### config.mk
export PLATFORM = sky130hd
export DESIGN_NAME = weight_fifo_loader_flat
export DESIGN_NICKNAME = d
export VERILOG_FILES = /design/src/rtl/weight_fifo_loader_pkg.sv /design/src/rtl/weight_fifo_loader_if.sv /design/src/rtl/weight_fifo_loader.sv /design/src/flat_wrapper.sv
export SDC_FILE = /design/constraint.sdc
export NUM_CORES = 1
export LEC_CHECK = 0
export BUFFER_PORTS_ARGS = -buffer_cell sky130_fd_sc_hd__buf_4
export CORE_UTILIZATION = 35
export CTS_CLUSTER_SIZE = 20
export DETAILED_ROUTE_END_ITERATION = 10
export SLEW_MARGIN = 20
export SYNTH_ARGS = -nofsm -noshare
export SYNTH_HDL_FRONTEND = slang
export SYNTH_SLANG_ARGS = --single-unit
### constraint.sdc
create_clock -name clock -period 6.8 [get_ports clock]
set_clock_uncertainty 0.2 [all_clocks]
set_input_delay 1.36 -clock clock [delete_from_list [all_inputs] [get_ports clock]]
set_output_delay 1.36 -clock clock [all_outputs]
set_load 0.02 [all_outputs]
### src/rtl/weight_fifo_loader_pkg.sv
// Shared types and default widths for the CNN weight path.
package cnn_pkg;
    localparam int DATA_WIDTH  = 8;
    localparam int FIFO_INPUTS = 4;
    localparam int FIFO_DEPTH  = 4;
    localparam int ADDR_WIDTH  = 10;

    typedef enum logic [1:0] {
        IDLE,
        FETCH,
        DRAIN,
        DONE
    } wfl_state_t;
endpackage

### src/rtl/weight_fifo_loader_if.sv
// Weight SRAM read port and weight FIFO push port as seen by the loader.
interface weight_fifo_loader_if #(
    parameter int DATA_WIDTH  = cnn_pkg::DATA_WIDTH,
    parameter int FIFO_INPUTS = cnn_pkg::FIFO_INPUTS,
    parameter int ADDR_WIDTH  = cnn_pkg::ADDR_WIDTH,
    localparam int FIFO_WIDTH = DATA_WIDTH * FIFO_INPUTS
);
    logic                   memRdEn;
    logic [ADDR_WIDTH-1:0]  memAddr;
    logic [FIFO_WIDTH-1:0]  memData;
    logic [FIFO_INPUTS-1:0] fifoEn;
    logic [FIFO_WIDTH-1:0]  fifoWeight;

    modport master (
        output memRdEn,
        output memAddr,
        input  memData,
        output fifoEn,
        output fifoWeight
    );

    modport slave (
        input  memRdEn,
        input  memAddr,
        output memData,
        input  fifoEn,
        input  fifoWeight
    );
endinterface

### src/rtl/weight_fifo_loader.sv
// Write-side controller for the systolic array weight FIFO: fetches up to
// FIFO_DEPTH rows from weight SRAM and pushes them, zero-filling the rest.
//
// state | meaning
// IDLE  | waiting for start; outputs quiet
// FETCH | one row slot per cycle, reads issued for slots below n
// DRAIN | two cycles letting the last pushes leave the pipeline
// DONE  | one-cycle done pulse, start ignored
module weight_fifo_loader
    import cnn_pkg::*;
#(
    parameter int DATA_WIDTH  = cnn_pkg::DATA_WIDTH,
    parameter int FIFO_INPUTS = cnn_pkg::FIFO_INPUTS,
    parameter int FIFO_DEPTH  = cnn_pkg::FIFO_DEPTH,
    parameter int ADDR_WIDTH  = cnn_pkg::ADDR_WIDTH,
    localparam int FIFO_WIDTH = DATA_WIDTH * FIFO_INPUTS,
    localparam int CNT_WIDTH  = $clog2(FIFO_DEPTH + 1)
) (
    input  logic                   clock,
    input  logic                   reset,
    input  logic                   start,
    input  logic [ADDR_WIDTH-1:0]  baseAddr,
    input  logic [CNT_WIDTH-1:0]   numRows,
    input  logic [FIFO_INPUTS-1:0] colMask,
    weight_fifo_loader_if.master   bus,
    output logic                   busy,
    output logic                   done
);

    wfl_state_t             state, state_next;
    logic [ADDR_WIDTH-1:0]  base_q, base_next;
    logic [FIFO_INPUTS-1:0] mask_q, mask_next;
    logic [CNT_WIDTH-1:0]   n_q, n_next;
    logic [CNT_WIDTH-1:0]   p_q, p_next;
    logic                   drain_q, drain_next;

    logic                   rd_en_q, rd_en_next;
    logic [ADDR_WIDTH-1:0]  addr_q, addr_next;
    logic                   busy_q, busy_next;
    logic                   done_q, done_next;

    logic                   pipe_valid_q;
    logic                   pipe_rd_q;
    logic [FIFO_INPUTS-1:0] fifo_en_q;
    logic [FIFO_WIDTH-1:0]  fifo_weight_q;

    always_comb begin
        state_next = state;
        base_next  = base_q;
        mask_next  = mask_q;
        n_next     = n_q;
        p_next     = p_q;
        drain_next = drain_q;
        rd_en_next = 1'b0;
        addr_next  = addr_q;
        busy_next  = busy_q;
        done_next  = 1'b0;

        case (state)
            IDLE: begin
                if (start) begin
                    state_next = FETCH;
                    base_next  = baseAddr;
                    mask_next  = colMask;
                    n_next     = (numRows > CNT_WIDTH'(FIFO_DEPTH)) ?
                                 CNT_WIDTH'(FIFO_DEPTH) : numRows;
                    p_next     = '0;
                    rd_en_next = (n_next != '0);
                    addr_next  = baseAddr;
                    busy_next  = 1'b1;
                end
            end
            FETCH: begin
                if (p_q == CNT_WIDTH'(FIFO_DEPTH - 1)) begin
                    state_next = DRAIN;
                    drain_next = 1'b1;
                end else begin
                    p_next     = p_q + 1'b1;
                    rd_en_next = (p_next < n_q);
                    addr_next  = base_q + ADDR_WIDTH'(p_next);
                end
            end
            DRAIN: begin
                if (drain_q == 1'b0) begin
                    state_next = DONE;
                    busy_next  = 1'b0;
                    done_next  = 1'b1;
                end else begin
                    drain_next = drain_q - 1'b1;
                end
            end
            DONE: begin
                state_next = IDLE;
            end
            default: begin
                state_next = IDLE;
            end
        endcase
    end

    always_ff @(posedge clock) begin
        if (reset) begin
            state   <= IDLE;
            base_q  <= '0;
            mask_q  <= '0;
            n_q     <= '0;
            p_q     <= '0;
            drain_q <= 1'b0;
            rd_en_q <= 1'b0;
            addr_q  <= '0;
            busy_q  <= 1'b0;
            done_q  <= 1'b0;
        end else begin
            state   <= state_next;
            base_q  <= base_next;
            mask_q  <= mask_next;
            n_q     <= n_next;
            p_q     <= p_next;
            drain_q <= drain_next;
            rd_en_q <= rd_en_next;
            addr_q  <= addr_next;
            busy_q  <= busy_next;
            done_q  <= done_next;
        end
    end

    // Slot tag follows the read by one cycle, alongside the returning memData.
    always_ff @(posedge clock) begin
        if (reset) begin
            pipe_valid_q  <= 1'b0;
            pipe_rd_q     <= 1'b0;
            fifo_en_q     <= '0;
            fifo_weight_q <= '0;
        end else begin
            pipe_valid_q  <= (state == FETCH);
            pipe_rd_q     <= rd_en_q;
            fifo_en_q     <= pipe_valid_q ? mask_q : '0;
            fifo_weight_q <= (pipe_valid_q && pipe_rd_q) ? bus.memData : '0;
        end
    end

    assign bus.memRdEn    = rd_en_q;
    assign bus.memAddr    = addr_q;
    assign bus.fifoEn     = fifo_en_q;
    assign bus.fifoWeight = fifo_weight_q;
    assign busy           = busy_q;
    assign done           = done_q;

endmodule

### src/flat_wrapper.sv
// flat-port wrapper written by rule: the top's interface ports become plain ports
module weight_fifo_loader_flat import cnn_pkg::*;
#(
    parameter int DATA_WIDTH  = cnn_pkg::DATA_WIDTH,
    parameter int FIFO_INPUTS = cnn_pkg::FIFO_INPUTS,
    parameter int FIFO_DEPTH  = cnn_pkg::FIFO_DEPTH,
    parameter int ADDR_WIDTH  = cnn_pkg::ADDR_WIDTH,
    localparam int FIFO_WIDTH = DATA_WIDTH * FIFO_INPUTS,
    localparam int CNT_WIDTH  = $clog2(FIFO_DEPTH + 1)
)
  (clock, reset, start, baseAddr, numRows, colMask, busy, done, bus_memRdEn, bus_memAddr, bus_memData, bus_fifoEn, bus_fifoWeight);
  weight_fifo_loader_if #(.DATA_WIDTH(DATA_WIDTH), .FIFO_INPUTS(FIFO_INPUTS), .ADDR_WIDTH(ADDR_WIDTH)) bus_i ();
  input  logic clock;
  input  logic reset;
  input  logic start;
  input  logic [ADDR_WIDTH-1:0] baseAddr;
  input  logic [CNT_WIDTH-1:0] numRows;
  input  logic [FIFO_INPUTS-1:0] colMask;
  output logic busy;
  output logic done;
  output wire logic [$bits(bus_i.memRdEn)-1:0] bus_memRdEn;
  output wire logic [$bits(bus_i.memAddr)-1:0] bus_memAddr;
  input wire logic [$bits(bus_i.memData)-1:0] bus_memData;
  output wire logic [$bits(bus_i.fifoEn)-1:0] bus_fifoEn;
  output wire logic [$bits(bus_i.fifoWeight)-1:0] bus_fifoWeight;
  assign bus_memRdEn = bus_i.memRdEn;
  assign bus_memAddr = bus_i.memAddr;
  assign bus_i.memData = bus_memData;
  assign bus_fifoEn = bus_i.fifoEn;
  assign bus_fifoWeight = bus_i.fifoWeight;
  weight_fifo_loader #(.DATA_WIDTH(DATA_WIDTH), .FIFO_INPUTS(FIFO_INPUTS), .FIFO_DEPTH(FIFO_DEPTH), .ADDR_WIDTH(ADDR_WIDTH)) u_core (.clock(clock), .reset(reset), .start(start), .baseAddr(baseAddr), .numRows(numRows), .colMask(colMask), .bus(bus_i), .busy(busy), .done(done));
endmodule
==> impl_metrics.py, run 1 <==
metrics = {
    "pwr": {
        "p_int_mw": 0.840,
        "combPwrFrac": 0.323,
        "netSwitchingFraction": 0.352,
        "design_power_total_mw": 1.30,
        "power_density_mw_per_mm2": 343,
        "seqPwrFrac": 0.418,
        "power.share.clock": 0.259,
        "power_switching_mw": 0.456,
        "peakVddDrop_mv": 0.180,
        "cellLeakagePower_nw": 1.76,
    },
    "layout": {
        "area_delta_synth_final_pct": 36.6,
        "instances_no_fill": 499,
        "fillers": 783,
        "drive_above_1_share": 0.295,
        "utilization": 0.492,
        "n_antenna_cell": 0,
        "multi_input_area_mm2": 0.00118,
        "ff_latch_area_mm2": 0.00148,
        "layout.nets": 455,
        "design_area_mm2": 0.00378,
    },
    "timing": {
        "tightestPinTransition_ns": 0.888,
        "rsz0062_at_grt": "no",
        "fin_crit_sh": 0.387,
        "slew_headroom": 0.408,
        "final_hold_viol_count": 0,
        "drv_slew": 0,
        "period_needed_ns": 2.63,
        "setup_viol": 0,
        "timing.setup.tns_ns": 0,
        "fmax_mhz": 380,
    },
    "critical_path": {
        "critPathLaunchType": "flop",
        "endpoint": "u_core.bus.memAddr[9]$_SDFFE_PP0P_",
        "timing.rr.end": "u_core.bus.memAddr[9]$_SDFFE_PP0P_",
        "reg2regPathDepth": 7,
        "ff2ff_setup_slack_ns": 4.17,
        "crit_arrival_ns": 2.69,
        "reg2reg_from": "u_core.state[1]$_SDFFE_PP0P_",
        "cp-end-kind": "flop",
        "critPathMaxFanout": 24,
        "cp_data_required_time_ns": 6.86,
        "crit_path_start": "u_core.state[1]$_SDFFE_PP0P_",
        "worst-setup-path-type": "reg2reg",
    },
    "placement": {
        "dpl.cell_count": 483,
        "hpwlAfterDp_um": 4330,
        "gp_congestion": 0.699,
        "placed_cell_area_mm2": 0.00358,
        "portBuffers": 100,
    },
    "cts": {
        "post_cts_resized": 0,
        "cts_num_sinks": 74,
        "root_buffer": "clkbuf_8",
        "clkSlewWorstSetupHoldPaths_ns": 0.08,
        "hold_buffers": 0,
        "postCtsSetupBuffers": 0,
        "h-tree-depth": 3,
        "clock_path_buffers": 2,
        "cts_tree": "yes",
        "cts_made_buffers": 9,
        "clock_latency_ns": 0.34,
    },
    "floorplan": {
        "rows": 32,
        "ioPinCount": 101,
        "chipWidth_um": 90.9,
        "initial_utilization": 0.360,
        "dieArea_mm2": 0.00827,
        "coreArea_mm2": 0.00769,
        "fp.dieH_um": 90.9,
    },
    "logic_synthesis": {
        "yosysWarnings": 0,
        "synth.net_count": 360,
        "synth.distinct_cells": 36,
        "ys_seq_elements": 74,
        "synth_enable_flop_cells": 0,
        "syn_area_mm2": 0.00277,
        "synthArstFlopShare": 0,
        "synth_top_area_frac": 0.535,
        "avgSynthCellArea_um2": 9.32,
        "yosysMostFrequentCell": "dfxtp_1",
        "synth_area_leaders": "dfxtp_1 (54%), and3_1 (7.7%), a21oi_1 (5.8%)",
        "yosysSeqAreaShare": 0.535,
        "synthTopCellsByCount": "dfxtp_1 (74), nand2_1 (42), and3_1 (34)",
        "synth_cells": 297,
        "yosys.area.top_type": "dfxtp_1",
        "synth_top_flop_cell": "dfxtp_1",
    },
    "grt": {
        "grt_max_degree": 40,
        "grt_pass1_vias": 2135,
        "grt_antenna_before_repair": 0,
        "grt_pass1_wl_um": 10200,
        "grtUsageTotal": 0.156,
        "overflow": 0,
    },
    "job": {
        "max-cap-violations": 0,
    },
    "detailed_routing": {
        "wl_per_cell_um": 12.6,
        "route.detailed.drc": 0,
        "via_count": 2338,
        "via_per_inst": 4.69,
        "first_iter_violations": 83,
        "drt-total-wl_um": 6290,
        "antenna_left": 0,
        "drt_pass1_iterations": 4,
    },
    "status": {
        "status": "completed",
    },
    "hold_path": {
        "hold_class": "reg2reg",
    },
}
[through the flow]
step	worst slack, ns	hold slack (ns)
CTS	4.14	0.255
detailed placement	3.79	0.243
finish	4.17	0.251
global placement	3.84	0.238
floorplan	4.29	0.229
global route	3.93	0.282
[critical path, stage by stage (launching register included)]
cell and delay, ns:
dfxtp_1 0.34, inv_1 0.08, ha_1 0.74, nor2_1 0.18, a211o_1 0.53, nor4b_1 0.32
a31oi_1 0.06, o21ai_0 0.10
[sequential cells by signal, indices dropped and copies added (netlist names)]
register	count
u_core.bus.memAddr	10
u_core.busy	1
u_core.mask_q	4
u_core.p_q	3
u_core.state	2
u_core.base_q	10
u_core.bus.fifoEn	4
u_core.pipe_rd_q	1
u_core.bus.fifoWeight	32
u_core.bus.memRdEn	1
u_core.done	1
u_core.drain_q	1
u_core.pipe_valid_q	1
u_core.n_q	3
[layout make-up]
class                      instances  area share
sequential                        74       0.392
clock buffer                      10      0.0338
inverter                          11      0.0109
multi-input combinational        195       0.312
clock inverter                     6      0.0175
timing repair buffer             101       0.201
tap                              102      0.0338
[kinds of logic after synthesis]
kind of cell,count (synthesis),share of synthesized area
fa+ha+maj,11,0.0524
buf+inv,28,0.0420
simple gates,119,0.220
compound gates,54,0.114
flops,74,0.535
xor+xnor,7,0.0221
mux,4,0.0145
[worst min path at each step]
stage | startpoint | end | slack, ns | cells past startpoint
floorplan | u_core.n_q[0]$_SDFFE_PP0P_ | u_core.n_q[0]$_SDFFE_PP0P_ | 0.23 | 2
global placement | u_core.mask_q[1]$_SDFFE_PP0P_ | u_core.mask_q[1]$_SDFFE_PP0P_ | 0.24 | 2
detailed placement | u_core.mask_q[3]$_SDFFE_PP0P_ | u_core.bus.fifoEn[3]$_SDFF_PP0_ | 0.24 | 1
CTS | u_core.mask_q[3]$_SDFFE_PP0P_ | u_core.mask_q[3]$_SDFFE_PP0P_ | 0.26 | 2
global route | u_core.mask_q[2]$_SDFFE_PP0P_ | u_core.mask_q[2]$_SDFFE_PP0P_ | 0.28 | 2
finish | u_core.mask_q[3]$_SDFFE_PP0P_ | u_core.mask_q[3]$_SDFFE_PP0P_ | 0.25 | 2
[metal layers]
metal / vias up / share of wire / global-route usage
met5: - / 0 / 0
met4: 0 / 0.016 / 0.0635
met3: 13 / 0.080 / 0.0486
met2: 94 / 0.44 / 0.247
met1: 1033 / 0.47 / 0.197
li1: 1198 / - / -
[cell usage in the layout, fill, tap and decap left out, types with 4 or more instances in the layout]
cell	instances
xnor2_1	5
ha_1	10
mux2i_1	4
and3_1	34
nor3_1	4
clkbuf_8	9
and2_1	5
nor2_1	14
o21ai_0	6
dfxtp_1	74
buf_4	101
nor2b_1	6
inv_1	11
a21oi_1	32
nand2_1	42
a211oi_1	4
[power by group through the flow]
stage | registers, mW | logic (mW) | clock network, mW
final | 0.542 | 0.418 | 0.335
after global routing | 0.552 | 0.466 | 0.367
after CTS | 0.542 | 0.423 | 0.345
after detailed placement | 0.552 | 0.420 | 0
after global placement | 0.551 | 0.416 | 0
after floorplan | 0.582 | 0.254 | 0
Note: power is estimated with default switching activity, not from simulation.
==> run 2: changes to the inputs <==
==> constraint.sdc (replaced) <==
create_clock -name clock -period 2.4 [get_ports clock]
set_clock_uncertainty 0.2 [all_clocks]
set_input_delay 0.48 -clock clock [delete_from_list [all_inputs] [get_ports clock]]
set_output_delay 0.48 -clock clock [all_outputs]
set_load 0.02 [all_outputs]
==> run 2 against run 1 <==
Effect of this change: setup slack got worse by 4.1 ns; final area increased by 1.5%; non-clock buffer count increased by 5; routed wire length increased by 4.5%; largest power group unchanged; register-to-register slack got worse by 4.1 ns; total power increased to 2.9 times the previous value; first-iteration DRC count increased by 8.4%; critical endpoint is now u_core.bus.memAddr[5]$_SDFFE_PP0P_.
==> impl_metrics.py, run 2 (synthesis results as in run 1) <==
metrics = {
    "critical_path": {
        "cp_data_required_time_ns": 2.44,
        "timing.rr.end": "u_core.bus.memAddr[5]$_SDFFE_PP0P_",
        "reg2regPathDepth": 8,
        "endpoint": "u_core.bus.memAddr[5]$_SDFFE_PP0P_",
        "reg2reg_from": "u_core.p_q[0]$_SDFFE_PP0P_",
        "critPathLaunchType": "flop",
        "ff2ff_setup_slack_ns": 0.05,
        "critPathMaxFanout": 5,
        "crit_arrival_ns": 2.40,
        "cp-end-kind": "flop",
        "crit_path_start": "u_core.p_q[0]$_SDFFE_PP0P_",
        "worst-setup-path-type": "reg2reg",
    },
    "grt": {
        "grt_pass1_vias": 2314,
        "grt_max_degree": 37,
        "grtUsageTotal": 0.166,
        "overflow": 0,
        "grt_pass1_wl_um": 10800,
        "grt_antenna_before_repair": 0,
    },
    "cts": {
        "cts_made_buffers": 9,
        "cts_num_sinks": 74,
        "root_buffer": "clkbuf_8",
        "cts_tree": "yes",
        "clock_path_buffers": 2,
        "postCtsSetupBuffers": 0,
        "h-tree-depth": 3,
        "clkSlewWorstSetupHoldPaths_ns": 0.09,
        "clock_latency_ns": 0.35,
    },
    "detailed_routing": {
        "wl_per_cell_um": 13.0,
        "via_per_inst": 4.67,
        "first_iter_violations": 90,
        "route.detailed.drc": 0,
        "via_count": 2355,
        "drt-total-wl_um": 6580,
        "antenna_left": 0,
        "drt_pass1_iterations": 4,
    },
    "layout": {
        "final_cell_mix": "buf_4 (105), dfxtp_1 (74), nand2_1 (42), and3_1 (34), a21oi_1 (32)",
        "largest_register_ffs": 32,
        "area_delta_synth_final_pct": 38.6,
        "instances_no_fill": 504,
        "layout.nets": 460,
        "n_antenna_cell": 0,
        "mostFrequentLayoutCell": "buf_4",
        "drive_above_1_share": 0.311,
    },
    "job": {
        "max-cap-violations": 0,
    },
    "timing": {
        "fmax_mhz": 425,
        "fin_crit_sh": 0.981,
        "slew_headroom": 0.472,
        "setup_viol": 0,
        "drv_slew": 0,
        "final_hold_viol_count": 0,
        "whs_ns": 0.158,
        "tightestPinTransition_ns": 0.791,
        "timing.setup.tns_ns": 0,
        "rsz0062_at_grt": "yes",
        "period_needed_ns": 2.35,
    },
    "placement": {
        "portBuffers": 100,
        "gp_congestion": 0.783,
        "dpl.cell_count": 488,
        "hpwlAfterDp_um": 4660,
    },
    "pwr": {
        "design_power_total_mw": 3.71,
        "peakVddDrop_mv": 0.425,
        "cellLeakagePower_nw": 1.79,
        "power_density_mw_per_mm2": 966,
    },
    "hold_path": {
        "hold_class": "in2reg",
    },
    "floorplan": {
        "rows": 32,
        "coreArea_mm2": 0.00769,
        "fp.dieH_um": 90.9,
        "initial_utilization": 0.360,
        "dieArea_mm2": 0.00827,
        "ioPinCount": 101,
        "chipWidth_um": 90.9,
    },
    "status": {
        "status": "completed",
    },
}
-- run 2: timing repair --
| item | 4_1_cts | 5_1_grt |
|---|---|---|
| resized for setup | 1 | 2 |
| pin swaps | 0 | 0 |
| hold buffers | 0 | 0 |
| endpoints found under the setup margin | 2 | 3 |
-- run 2: metal layers --
| metal | global-route usage | vias to the layer above | wire length [um] |
|---|---|---|---|
| li1 | - | 1216 | - |
| met5 | 0 | - | 0 |
| met1 | 0.210 | 1051 | 3130 |
| met4 | 0.0754 | 0 | 77 |
| met2 | 0.259 | 83 | 2870 |
| met3 | 0.0503 | 5 | 490 |
-- run 2: worst min-delay path by stage --
stage	from	slack [ns]	end	cells past startpoint
after CTS	bus_memData[2]	0.13	u_core.bus.fifoWeight[2]$_SDFF_PP0_	2
after detailed placement	u_core.mask_q[0]$_SDFFE_PP0P_	0.24	u_core.bus.fifoEn[0]$_SDFF_PP0_	1
after global routing	bus_memData[2]	0.14	u_core.bus.fifoWeight[2]$_SDFF_PP0_	2
final	bus_memData[2]	0.16	u_core.bus.fifoWeight[2]$_SDFF_PP0_	2
after floorplan	u_core.n_q[0]$_SDFFE_PP0P_	0.23	u_core.n_q[0]$_SDFFE_PP0P_	2
after global placement	u_core.mask_q[1]$_SDFFE_PP0P_	0.24	u_core.bus.fifoEn[1]$_SDFF_PP0_	1
-- run 2: power by group --
group          internal (mW)  switching [mW]  leakage, nW  total (mW)
Sequential              1.41           0.137        0.602        1.55
Clock                  0.393           0.509       0.0884       0.902
Combinational          0.540           0.717         1.10        1.26
-- run 2: layout make-up --
| type | count | area (um2) |
|---|---|---|
| timing repair buffer | 106 | 808 |
| sequential | 74 | 1480 |
| tap | 102 | 128 |
| multi-input combinational | 195 | 1190 |
| clock buffer | 9 | 124 |
| inverter | 11 | 41.3 |
| clock inverter | 7 | 61.3 |
| fill | 753 | 3850 |
-- run 2: stage by stage --
step	worst slack [ns]	util	cell area [um2]
CTS	0.0102	0.497	3820
global placement	0.0661	0.472	3630
finish	0.0456	0.499	3840
floorplan	0.149	-	2770
global route	-0.0830	0.499	3840
detailed placement	0.0111	0.472	3630
-- run 2: critical path: stages (launching register included) --
cell and delay (ns):
dfxtp_1 0.37, ha_4 0.17, ha_1 0.26, inv_1 0.06, ha_1 0.33, a21oi_1 0.33
or3_1 0.16, a21oi_1 0.05, a311o_1 0.32
